$ cat src/rtl/fpu_pkg.sv
// rtl/fpu_pkg.sv - shared types and exponent limits for the sigfmd round/pack pipe
package fpu_pkg;

  typedef enum logic [1:0] {
    RNE = 2'd0,
    RZ  = 2'd1,
    RU  = 2'd2,
    RD  = 2'd3
  } rm_t;

  localparam int EXP_W  = 13;
  localparam int FRAC_W = 52;

  localparam int EMAX_D = 1023;
  localparam int EMIN_D = -1022;
  localparam int EMAX_S = 127;
  localparam int EMIN_S = -126;
  localparam int BIAS_D = 1023;
  localparam int BIAS_S = 127;

  // frac holds the significand without its hidden bit; singles sit in frac[22:0]
  typedef struct packed {
    logic [FRAC_W-1:0]      frac;
    logic                   g;
    logic                   st;
    logic signed [EXP_W:0]  e1;
    logic                   sign;
    logic                   db;
    rm_t                    rm;
  } s1_t;

endpackage

$ cat src/rtl/round_dec.sv
// rtl/round_dec.sv - round-increment and inexact decision for one normalised significand
module round_dec
  import fpu_pkg::*;
(
  input  logic lsb,
  input  logic g,
  input  logic st,
  input  logic sign,
  input  rm_t  rm,
  output logic inc,
  output logic inx
);

  always_comb begin
    inc = 1'b0;
    inx = g | st;
    case (rm)
      RNE:     inc = g & (st | lsb);
      RZ:      inc = 1'b0;
      RU:      inc = ~sign & (g | st);
      RD:      inc = sign & (g | st);
      default: inc = 1'b0;
    endcase
  end

endmodule

$ cat src/rtl/sigfmd_round_pipe.sv
// rtl/sigfmd_round_pipe.sv - two-stage normalise/round/pack of sigfmd output to IEEE double/single
module sigfmd_round_pipe
  import fpu_pkg::*;
#(
  parameter int EW  = EXP_W,
  parameter int FQW = 57
) (
  input  logic                 clk,
  input  logic                 rst,
  input  logic                 in_valid,
  output logic                 in_ready,
  input  logic [FQW-1:0]       fq,
  input  logic                 sign,
  input  logic signed [EW-1:0] exp,
  input  logic                 db,
  input  logic [1:0]           rm,
  output logic                 out_valid,
  input  logic                 out_ready,
  output logic [63:0]          res,
  output logic                 f_inx,
  output logic                 f_ovf,
  output logic                 f_unf
);

  logic s1_valid;
  logic s2_valid;
  logic s1_load;
  logic s2_load;
  s1_t  s1_d;
  s1_t  s1_q;

  assign s2_load   = ~s2_valid | out_ready;
  assign s1_load   = ~s1_valid | s2_load;
  assign in_ready  = s1_load;
  assign out_valid = s2_valid;

  // Stage 1: fq/2^55 lies in [1,4); fq[56] picks which bit is the hidden one
  always_comb begin
    s1_d      = '0;
    s1_d.e1   = {exp[EW-1], exp} + (EW+1)'(fq[56]);
    s1_d.sign = sign;
    s1_d.db   = db;
    s1_d.rm   = rm_t'(rm);
    if (db) begin
      s1_d.frac = fq[56] ? fq[55:4] : fq[54:3];
      s1_d.g    = fq[56] ? fq[3] : fq[2];
      s1_d.st   = fq[56] ? |fq[2:0] : |fq[1:0];
    end else begin
      s1_d.frac = {29'd0, (fq[56] ? fq[55:33] : fq[54:32])};
      s1_d.g    = fq[56] ? fq[32] : fq[31];
      s1_d.st   = fq[56] ? |fq[31:0] : |fq[30:0];
    end
  end

  always_ff @(posedge clk) begin
    if (rst) begin
      s1_valid <= 1'b0;
      s1_q     <= '0;
    end else if (s1_load) begin
      s1_valid <= in_valid;
      if (in_valid) begin
        s1_q <= s1_d;
      end
    end
  end

  logic                 inc;
  logic                 inx_r;
  logic [FRAC_W:0]      fsum;
  logic                 carry;
  logic                 to_inf;
  logic signed [EW+1:0] e_fin;
  logic signed [EW+1:0] emax;
  logic signed [EW+1:0] emin;
  logic [63:0]          res_d;
  logic                 inx_d;
  logic                 ovf_d;
  logic                 unf_d;

  round_dec u_round_dec (
    .lsb  (s1_q.frac[0]),
    .g    (s1_q.g),
    .st   (s1_q.st),
    .sign (s1_q.sign),
    .rm   (s1_q.rm),
    .inc  (inc),
    .inx  (inx_r)
  );

  // Stage 2: carry out of the fraction means the significand rounded up to 2.0
  always_comb begin
    fsum   = {1'b0, s1_q.frac} + (FRAC_W+1)'(inc);
    carry  = s1_q.db ? fsum[FRAC_W] : fsum[23];
    e_fin  = {s1_q.e1[EW], s1_q.e1} + (EW+2)'(carry);
    emax   = s1_q.db ? (EW+2)'(EMAX_D) : (EW+2)'(EMAX_S);
    emin   = s1_q.db ? (EW+2)'(EMIN_D) : (EW+2)'(EMIN_S);
    to_inf = (s1_q.rm == RNE) | ((s1_q.rm == RU) & ~s1_q.sign) | ((s1_q.rm == RD) & s1_q.sign);
    res_d  = '0;
    inx_d  = inx_r;
    ovf_d  = 1'b0;
    unf_d  = 1'b0;
    if (e_fin > emax) begin
      ovf_d = 1'b1;
      inx_d = 1'b1;
      if (s1_q.db) begin
        res_d = to_inf ? {s1_q.sign, 11'h7FF, 52'd0} : {s1_q.sign, 11'h7FE, {52{1'b1}}};
      end else begin
        res_d = {32'd0, (to_inf ? {s1_q.sign, 8'hFF, 23'd0} : {s1_q.sign, 8'hFE, {23{1'b1}}})};
      end
    end else if (e_fin < emin) begin
      unf_d = 1'b1;
      inx_d = 1'b1;
      res_d = s1_q.db ? {s1_q.sign, 63'd0} : {32'd0, s1_q.sign, 31'd0};
    end else if (s1_q.db) begin
      res_d = {s1_q.sign, 11'(e_fin + (EW+2)'(BIAS_D)), fsum[51:0]};
    end else begin
      res_d = {32'd0, s1_q.sign, 8'(e_fin + (EW+2)'(BIAS_S)), fsum[22:0]};
    end
  end

  always_ff @(posedge clk) begin
    if (rst) begin
      s2_valid <= 1'b0;
      res      <= '0;
      f_inx    <= 1'b0;
      f_ovf    <= 1'b0;
      f_unf    <= 1'b0;
    end else if (s2_load) begin
      s2_valid <= s1_valid;
      if (s1_valid) begin
        res   <= res_d;
        f_inx <= inx_d;
        f_ovf <= ovf_d;
        f_unf <= unf_d;
      end
    end
  end

  a_fq_legal: assert property (@(posedge clk) disable iff (rst)
    (in_valid && in_ready) |-> (fq[56:55] != 2'b00));

endmodule

$ cat config.mk
export PLATFORM = sky130hd
export DESIGN_NAME = sigfmd_round_pipe
export DESIGN_NICKNAME = d
export VERILOG_FILES = /design/src/rtl/fpu_pkg.sv /design/src/rtl/round_dec.sv /design/src/rtl/sigfmd_round_pipe.sv
export SDC_FILE = /design/constraint.sdc
export NUM_CORES = 1
export LEC_CHECK = 0
export CAP_MARGIN = 30
export CORE_MARGIN = 5
export CORE_UTILIZATION = 50
export DETAILED_ROUTE_END_ITERATION = 7
export PLACE_DENSITY = 0.76
export RECOVER_POWER = 50
export SETUP_SLACK_MARGIN = 0.3
export SLEW_MARGIN = 0
export SYNTH_ARGS = -nofsm -noshare
export SYNTH_HDL_FRONTEND = slang
export SYNTH_SLANG_ARGS = --single-unit
$ cat constraint.sdc
create_clock -name clk -period 6.51 [get_ports clk]
set_clock_uncertainty 0.1 [all_clocks]
set_input_delay 0.651 -clock clk [delete_from_list [all_inputs] [get_ports clk]]
set_output_delay 0.651 -clock clk [all_outputs]
set_load 0.03 [all_outputs]
==> results of run 1 <==
per-stage QoR:
step	hold WS (ps)	setup WS (ps)	power [mW]	cell area [um2]
2_1_floorplan	331.9	609.8	1.282	8606
3_3_place_gp	338.8	431.7	1.461	10080
3_5_place_dp	344.1	183.4	1.465	10080
4_1_cts	352.7	420.5	2.444	10710
5_1_grt	377.5	237.2	2.543	10850
6_report	347.7	506.6	2.450	10850
cell usage after synthesis, drive strengths merged, types with 4 or more instances:
| cell type | instances | area [um2] |
|---|---|---|
| a31oi | 5 | 31.28 |
| nor3b | 4 | 30.03 |
| dfxtp | 141 | 2823 |
| ha | 20 | 250.2 |
| a22o | 8 | 70.07 |
| nor3 | 19 | 105.1 |
| nor2 | 52 | 216.5 |
| a21oi | 124 | 624.4 |
| nand2b | 4 | 25.02 |
| buf | 24 | 172.7 |
| mux2i | 26 | 260.3 |
| xor2 | 33 | 289.0 |
| nor4 | 18 | 112.6 |
| a211oi | 15 | 117.6 |
| and3 | 9 | 56.30 |
| inv | 20 | 75.07 |
| o21ai | 87 | 439.2 |
| o221ai | 5 | 50.04 |
| o211ai | 46 | 345.3 |
| mux2 | 29 | 326.6 |
| nand2 | 134 | 503.0 |
| o22ai | 13 | 81.33 |
| or3 | 5 | 36.28 |
| nand3 | 61 | 310.3 |
| or2 | 6 | 37.54 |
| nand4 | 19 | 148.9 |
| xnor2 | 45 | 401.6 |
| and4 | 13 | 116.4 |
| clkbuf | 63 | 256.5 |
worst max-delay path: stages, from the launching register on:
cell and delay (ps):
sky130_fd_sc_hd__dfxtp_1 330, sky130_fd_sc_hd__and2_1 160, sky130_fd_sc_hd__ha_1 270, sky130_fd_sc_hd__o32ai_1 300
sky130_fd_sc_hd__ha_2 260, sky130_fd_sc_hd__nand4_1 160, sky130_fd_sc_hd__or2_2 400, sky130_fd_sc_hd__nor3_1 290
sky130_fd_sc_hd__nand2_1 110, sky130_fd_sc_hd__xor2_1 170, sky130_fd_sc_hd__o21ai_0 210, sky130_fd_sc_hd__ha_2 240
sky130_fd_sc_hd__ha_1 220, sky130_fd_sc_hd__nand4_4 130, sky130_fd_sc_hd__nor2_2 160, sky130_fd_sc_hd__xnor2_2 180
sky130_fd_sc_hd__inv_1 140, sky130_fd_sc_hd__ha_1 370, sky130_fd_sc_hd__nand3b_1 120, sky130_fd_sc_hd__or3_1 350
sky130_fd_sc_hd__o22ai_2 140, sky130_fd_sc_hd__nand3_2 170, sky130_fd_sc_hd__a21o_2 340, sky130_fd_sc_hd__a31oi_4 240
sky130_fd_sc_hd__buf_4 230, sky130_fd_sc_hd__a21oi_1 90
where the power goes:
| part | total [mW] | internal (mW) | switching (mW) |
|---|---|---|---|
| Clock | 0.985 | 0.575 | 0.410 |
| Sequential | 0.978 | 0.916 | 0.0612 |
| Combinational | 0.487 | 0.204 | 0.283 |
| Total | 2.45 | 1.70 | 0.754 |
layer usage:
layer	GRT usage	part of all wire
met5	0	0
met4	0.05762	0.014
met3	0.04512	0.082
met2	0.3531	0.42
met1	0.3873	0.48
worst max path at each step:
stage,end,slack (ps),depth (start not counted)
after floorplan,res[0],610,27
after global placement,res[38],430,25
after detailed placement,res[45],180,25
after CTS,res[59],420,24
after global routing,res[40],240,25
final,res[2],510,25
sequential cells by signal, summed over array words and instances, names as in the netlist:
signal     flops
res           64
f_ovf          1
s1_valid       1
f_unf          1
out_valid      1
f_inx          1
s1_q          72
area by class of cell:
| cell class | count | area (um2) | share of cell area |
|---|---|---|---|
| inverters | 22 | 82.58 | 0.007613 |
| flip-flops and latches | 141 | 2823 | 0.2602 |
| well taps | 225 | 281.5 | 0.02595 |
| clock buffers | 19 | 432.9 | 0.03991 |
| clock inverters | 13 | 158.9 | 0.01465 |
| multi-input cells | 834 | 5388 | 0.4967 |
| repair buffers | 171 | 1680 | 0.1549 |
cells by family after synthesis:
logic type,synth area share
xor gates and xnor gates,0.08026
muxes,0.06819
adders and majority gates,0.02908
AOI/OAI and AO/OA,0.2280
DFF,0.3280
buffers and inverters,0.05946
and+or+nand+nor,0.2070
what timing repair did:
| action | 4_1_cts | 5_1_grt |
|---|---|---|
| setup endpoints to repair | 60 | 65 |
| gates cloned | 1 | 2 |
| resized for setup | 3 | 17 |
| setup buffers | 2 | 4 |
| pin swaps | 2 | 2 |
==> Implementation_results.wiki, run 1 <==
{| class="wikitable"
! Metric !! Value
|-
| Run status || complete, but fails checks
|-
| Failing checks || max-capacitance violations, max-slew violations
|-
| Clock tree from TritonCTS || built
|-
| Remaining max-slew budget at the tightest pin || -1.624
|-
| Deepest level of the CTS H-tree || 4
|-
| Final Hold Fails || 0
|-
| Final weighted congestion in routability-driven placement || around 0.94
|-
| Internal reg-to-reg setup slack || approximately 510 ps
|-
| Maximum number of pins on one net before global-route repair || 84
|-
| FFs w/ async S/R, synth || 0
|-
| Portion of the post-synthesis area used by sequential elements || 0.3280
|-
| Yosys reg bits || about 140
|-
| Sinks on Clock Net || 141
|-
| Setup TNS Final || 0 ps
|-
| Fraction of layout cells with a size suffix above 1 || 0.1117
|-
| Clock slew at reported path FFs || 60 ps
|-
| Gate count after technology mapping || 1,083
|-
| Boundary Pins || 147
|-
| Area of the die || 19,930 um2
|-
| Most used flip-flop cell after synthesis || sky130_fd_sc_hd__dfxtp_1
|-
| Crit path DAT || 6220 ps
|-
| Worst Reg-to-Reg Cells || 25
|-
| Count of vias placed by the detailed router || 8,496
|-
| Hold Path Origin || res[63]
|-
| Area of the placeable core || ~17,000 um2
|-
| Number of optimization iterations in the first detailed-route pass || 5
|-
| Power per unit of standard cell area || 225.8 nW/um2
|-
| Clock network latency to the later pin of the worst-skew pair || 430 ps
|-
| Crit-path max FO || 11
|-
| Worst-Margin Slew || between 3000 and 4000 ps
|-
| Max-cap violations || 1
|-
| Cts-stage hold buffer count || 0
|-
| Period utilization || 0.9222
|-
| Root buffer selected by CTS || sky130_fd_sc_hd__clkbuf_16
|-
| Die W || 141.2 um
|-
| EDFF count, synth || 0
|-
| Filler-free cell count of the finished design || 1,425
|-
| Routed wire per std cell || 18.03 um
|-
| Die boundary height || 141.2 um
|-
| Mean cell area of the mapped netlist || 7.946 um2
|-
| Max rail drop VDD || 196.9 uV
|-
| Placed Instances || 1,384
|-
| Via count of the first global-routing pass || 7,549
|-
| Clock tree buffer depth || 2
|-
| Final critical delay including setup and external delays || 6003 ps
|-
| Total routed wirelength || 25,690 um
|-
| Global route overflow || 0
|-
| Critical register-to-register path startpoint || s1_q[0]
|-
| Type of element capturing the critical path || flip-flop
|-
| Required time reported for the critical path endpoint || slightly below 7000 ps
|-
| Critical path startpoint || s1_q[0]
|-
| Leak Pwr || 4.035 nW
|-
| Count of distinct cell types in the synthesized netlist || 69
|-
| Hold path endpoint || res[63]
|-
| Quantity of I/O buffers inserted on ports || about 150
|-
| Setup repair after global routing missed its margin || false
|-
| Nets@finish || 1,285
|-
| Initial Utilization || 0.5028
|-
| DP Wirelength || 17,660 um
|-
| Number of buffers created by CTS || 17
|-
| Antenna viol nets, final || 0
|-
| Number of core rows || 48
|-
| Count of final max-slew check failures || 84
|-
| Fmax || 166.6 MHz
|-
| Worst hold stages || 2
|-
| Fin util || 0.6337
|-
| Iteration-0 DRC count of the detailed router || 1,162
|-
| Number of antenna violations at the first check in global routing || 0
|-
| Fill cell instance count of the final layout || 1,479
|-
| Capture instance of the worst register-to-register path || res[2]
|-
| Most common cell after layout, fill and taps aside || sky130_fd_sc_hd__dfxtp_1
|-
| Kind of path behind the tightest hold check || reg2reg
|-
| DRC violation count after routing || 0
|-
| Kind of launch point of the worst setup path || flip-flop
|-
| Crit path kind || reg2reg
|-
| Wire length of the first global-routing pass || between 40,000 and 50,000 um
|-
| Synthesized area || 8606 um2
|-
| Warnings from Yosys || 0
|-
| Via/cell ratio || slightly below 6
|-
| Signed area change from the synthesized netlist to the final layout || 26.04%
|-
| # diodes || 0
|-
| Post-synthesis net count || 1,181
|-
| Final Setup Violations || 0
|-
| Global-route usage over all layers || 0.2488
|-
| Most frequent cells in the layout || 141 x sky130_fd_sc_hd__dfxtp_1, 133 x sky130_fd_sc_hd__nand2_1, 122 x sky130_fd_sc_hd__a21oi_1
|}
Power figures use the tool's default switching activity.
==> run 2, diff against run 1 <==
Clock period 6.51 ns to 5.9 ns, I/O delays scaled along.
==> run 2 against run 1 <==
The flow still finishes with violations (max-capacitance violations, max-slew violations); highest routed layer unchanged; register-to-register slack worse by 280 ps; power grew 14%; largest power group unchanged; clock-buffer cell count decreased by 1; worst setup slack worse by 280 ps; final cell count up 1.5%; sequential power rose by 10%; non-clock buffer count up 21; wire length up 4.5%.
==> Implementation_results.wiki, run 2 (synthesis results as in run 1) <==
{| class="wikitable"
! Metric !! Value
|-
| Signed area change from the synthesized netlist to the final layout || 32.00%
|-
| Boundary Pins || 147 (unchanged)
|-
| Number of optimization iterations in the first detailed-route pass || 6 (+1)
|-
| Area used by multi-input combinational logic || 5627 um2 (+4.4%)
|-
| Most common cell after layout, fill and taps aside || sky130_fd_sc_hd__dfxtp_1
|-
| Area of the placeable core || 17,120 um2 (unchanged)
|-
| Global-route usage over all layers || 0.2506 (+0.001779)
|-
| Relative contribution of combinational cells to total power || 0.215 (+0.016)
|-
| Clock tree buffer depth || 2 (unchanged)
|-
| Run status || complete, but fails checks
|-
| Switching power as a share of total power || 0.3012 (-0.006697)
|-
| Biggest register || s1_q
|-
| Max rail drop VDD || 205.7 uV (+4.5%)
|-
| Clk network pwr share || 0.397 (-0.005)
|-
| Kind of launch point of the worst setup path || flip-flop
|-
| Count of final max-slew check failures || 84 (unchanged)
|-
| Deepest level of the CTS H-tree || 4 (unchanged)
|-
| Area after DPL || 10,130 um2 (+0.46%)
|-
| Via count of the first global-routing pass || 7,661 (+1.5%)
|-
| Final Hold Fails || 0 (unchanged)
|-
| Fin util || 0.6637 (+0.02997)
|-
| Final instance area || 11,360 um2 (+4.7%)
|-
| Area of the die || 19,930 um2 (unchanged)
|-
| Final Setup Violations || 0 (unchanged)
|-
| Failing checks || max-capacitance violations, max-slew violations
|-
| Total routed wirelength || 26,850 um (+4.5%)
|-
| Worst-Margin Slew || 3944 ps (+8.404 ps)
|-
| Remaining max-slew budget at the tightest pin || -1.630 (-0.005600)
|-
| # diodes || 0 (unchanged)
|-
| Wire length of the first global-routing pass || 40,700 um (+0.58%)
|-
| Count of vias placed by the detailed router || 8,674 (+2.1%)
|-
| Iteration-0 DRC count of the detailed router || 1,078 (-7.2%)
|-
| Max reg flops || 72 (unchanged)
|-
| Type of element capturing the critical path || flip-flop
|-
| Max-cap violations || 1 (unchanged)
|-
| Filler-free cell count of the finished design || 1,446 (+1.5%)
|-
| Quantity of I/O buffers inserted on ports || 146 (unchanged)
|-
| Final critical delay including setup and external delays || 5668 ps (-335.0 ps)
|-
| WHS || 357.6 ps (+9.940 ps)
|-
| Global route overflow || 0 (unchanged)
|-
| Sinks on Clock Net || 141 (unchanged)
|-
| Storage cell area || 2825 um2 (about the same)
|-
| Part of the power in registers || 0.388 (-0.011)
|-
| Sw power || 0.8388 mW (+11%)
|-
| DP Wirelength || 17,920 um (+1.5%)
|-
| Routed wire per std cell || 18.57 um (+3.0%)
|-
| Fmax || 176.4 MHz (+5.9%)
|-
| Leak Pwr || 4.233 nW (+4.9%)
|-
| Fraction of layout cells with a size suffix above 1 || 0.1474 (+0.03575)
|-
| Setup repair after global routing missed its margin || false
|-
| Cts-stage hold buffer count || 0 (unchanged)
|-
| Number of core rows || 48 (unchanged)
|-
| Registers with the highest flip-flop counts || s1_q x72, res x64
|-
| Fin worst setup slack || 231.5 ps (-275.0 ps)
|-
| Number of antenna violations at the first check in global routing || 0 (unchanged)
|-
| Number of buffers created by CTS || 17 (unchanged)
|-
| Initial Utilization || 0.5028 (unchanged)
|-
| Most frequent cells in the layout || 139 x sky130_fd_sc_hd__dfxtp_1, 133 x sky130_fd_sc_hd__nand2_1, 121 x sky130_fd_sc_hd__a21oi_1
|-
| Antenna viol nets, final || 0 (unchanged)
|-
| Kind of path behind the tightest hold check || reg2reg
|-
| Period utilization || 0.9608 (+0.03857)
|-
| Clock network latency to the later pin of the worst-skew pair || 430 ps (about the same)
|-
| DRC violation count after routing || 0 (unchanged)
|-
| Root buffer selected by CTS || sky130_fd_sc_hd__clkbuf_16
|-
| Crit path DAT || 5700 ps (-520 ps)
|-
| Placed Instances || 1,386 (+0.14%)
|-
| Maximum number of pins on one net before global-route repair || 84 (unchanged)
|-
| Crit path kind || reg2reg
|-
| Pre-CTS setup slack || -0.8846 ps (-184.2 ps)
|-
| Die boundary height || 141.2 um (unchanged)
|-
| Final weighted congestion in routability-driven placement || 0.9442 (unchanged)
|-
| Power per unit of standard cell area || 245.2 nW/um2 (+8.6%)
|-
| Clock slew at reported path FFs || 60 ps (about the same)
|-
| Nets@finish || 1,306 (+1.6%)
|-
| Die W || 141.2 um (unchanged)
|-
| Via/cell ratio || 5.999 (+0.61%)
|-
| Crit-path max FO || 8 (-3)
|-
| Required time reported for the critical path endpoint || 5930 ps (-800 ps)
|-
| Clock tree from TritonCTS || built
|-
| Fill cell instance count of the final layout || 1,413 (-4.5%)
|-
| Internal power consumption || 1.946 mW (+15%)
|}
[run 2: final timing paths]
| path | end | start | slack (ps) | depth (start not counted) |
|---|---|---|---|---|
| setup reg to reg | res[31] | s1_q[0] | 230 | 26 |
| hold reg to reg | res[56] | res[56] | 360 | 2 |
| hold / removal | res[56] | res[56] | 360 | 2 |
| setup / recovery | res[31] | s1_q[0] | 230 | 26 |
[run 2: area by class of cell]
| class | instances | share of cell area |
|---|---|---|
| repair buffers | 192 | 0.1706 |
| flip-flops and latches | 141 | 0.2487 |
| clock inverters | 14 | 0.01454 |
| well taps | 225 | 0.02478 |
| inverters | 22 | 0.007380 |
| multi-input cells | 834 | 0.4953 |
| clock buffers | 18 | 0.03866 |
[run 2: repair_timing]
item	CTS	global route
setup endpoints to repair	65	66
pin swaps	5	35
setup buffers	3	16
gates cloned	2	7
gates resized for setup	19	60
[run 2: worst max-delay path, cell delays in order (launching register included)]
cell and delay [ps]:
sky130_fd_sc_hd__dfxtp_2 320, sky130_fd_sc_hd__and2_4 160, sky130_fd_sc_hd__ha_4 230, sky130_fd_sc_hd__o32ai_2 270, sky130_fd_sc_hd__ha_2 250, sky130_fd_sc_hd__ha_4 150
sky130_fd_sc_hd__nand3_4 90, sky130_fd_sc_hd__nor4_4 230, sky130_fd_sc_hd__nand4_1 150, sky130_fd_sc_hd__or4_1 440, sky130_fd_sc_hd__o21ai_1 130, sky130_fd_sc_hd__ha_2 270
sky130_fd_sc_hd__ha_4 160, sky130_fd_sc_hd__nand4_4 130, sky130_fd_sc_hd__nor2_4 200, sky130_fd_sc_hd__xnor2_4 150, sky130_fd_sc_hd__inv_2 90, sky130_fd_sc_hd__ha_4 280
sky130_fd_sc_hd__nand3b_1 100, sky130_fd_sc_hd__or3_4 410, sky130_fd_sc_hd__o22ai_4 180, sky130_fd_sc_hd__a31o_4 230, sky130_fd_sc_hd__a21oi_4 70, sky130_fd_sc_hd__buf_12 180
sky130_fd_sc_hd__buf_6 150, sky130_fd_sc_hd__o21ai_2 160, sky130_fd_sc_hd__a211oi_2 80
[run 2: routing by layer]
layer / vias up / track usage / routed length (um)
li1: 4172 / - / -
met5: - / 0 / 0
met4: 0 / 0.08261 / 596
met3: 50 / 0.04240 / 2503
met1: 3979 / 0.3873 / 12360
met2: 473 / 0.3491 / 11390
[run 2: per-stage QoR]
| step | setup TNS, ps | power, mW |
|---|---|---|
| 6_report | 0 | 2.785 |
| 5_1_grt | 0 | 2.877 |
| 4_1_cts | 0 | 2.725 |
| 3_5_place_dp | -0.8846 | 1.622 |
| 3_3_place_gp | 0 | 1.616 |
| 2_1_floorplan | 0 | 1.419 |
[run 2: power groups by stage]
stage	logic, mW	registers [mW]	clock network, mW
3_5_place_dp	0.524	1.10	0
5_1_grt	0.638	1.09	1.15
6_report	0.598	1.08	1.11
3_3_place_gp	0.519	1.10	0
4_1_cts	0.538	1.08	1.11
2_1_floorplan	0.294	1.13	0
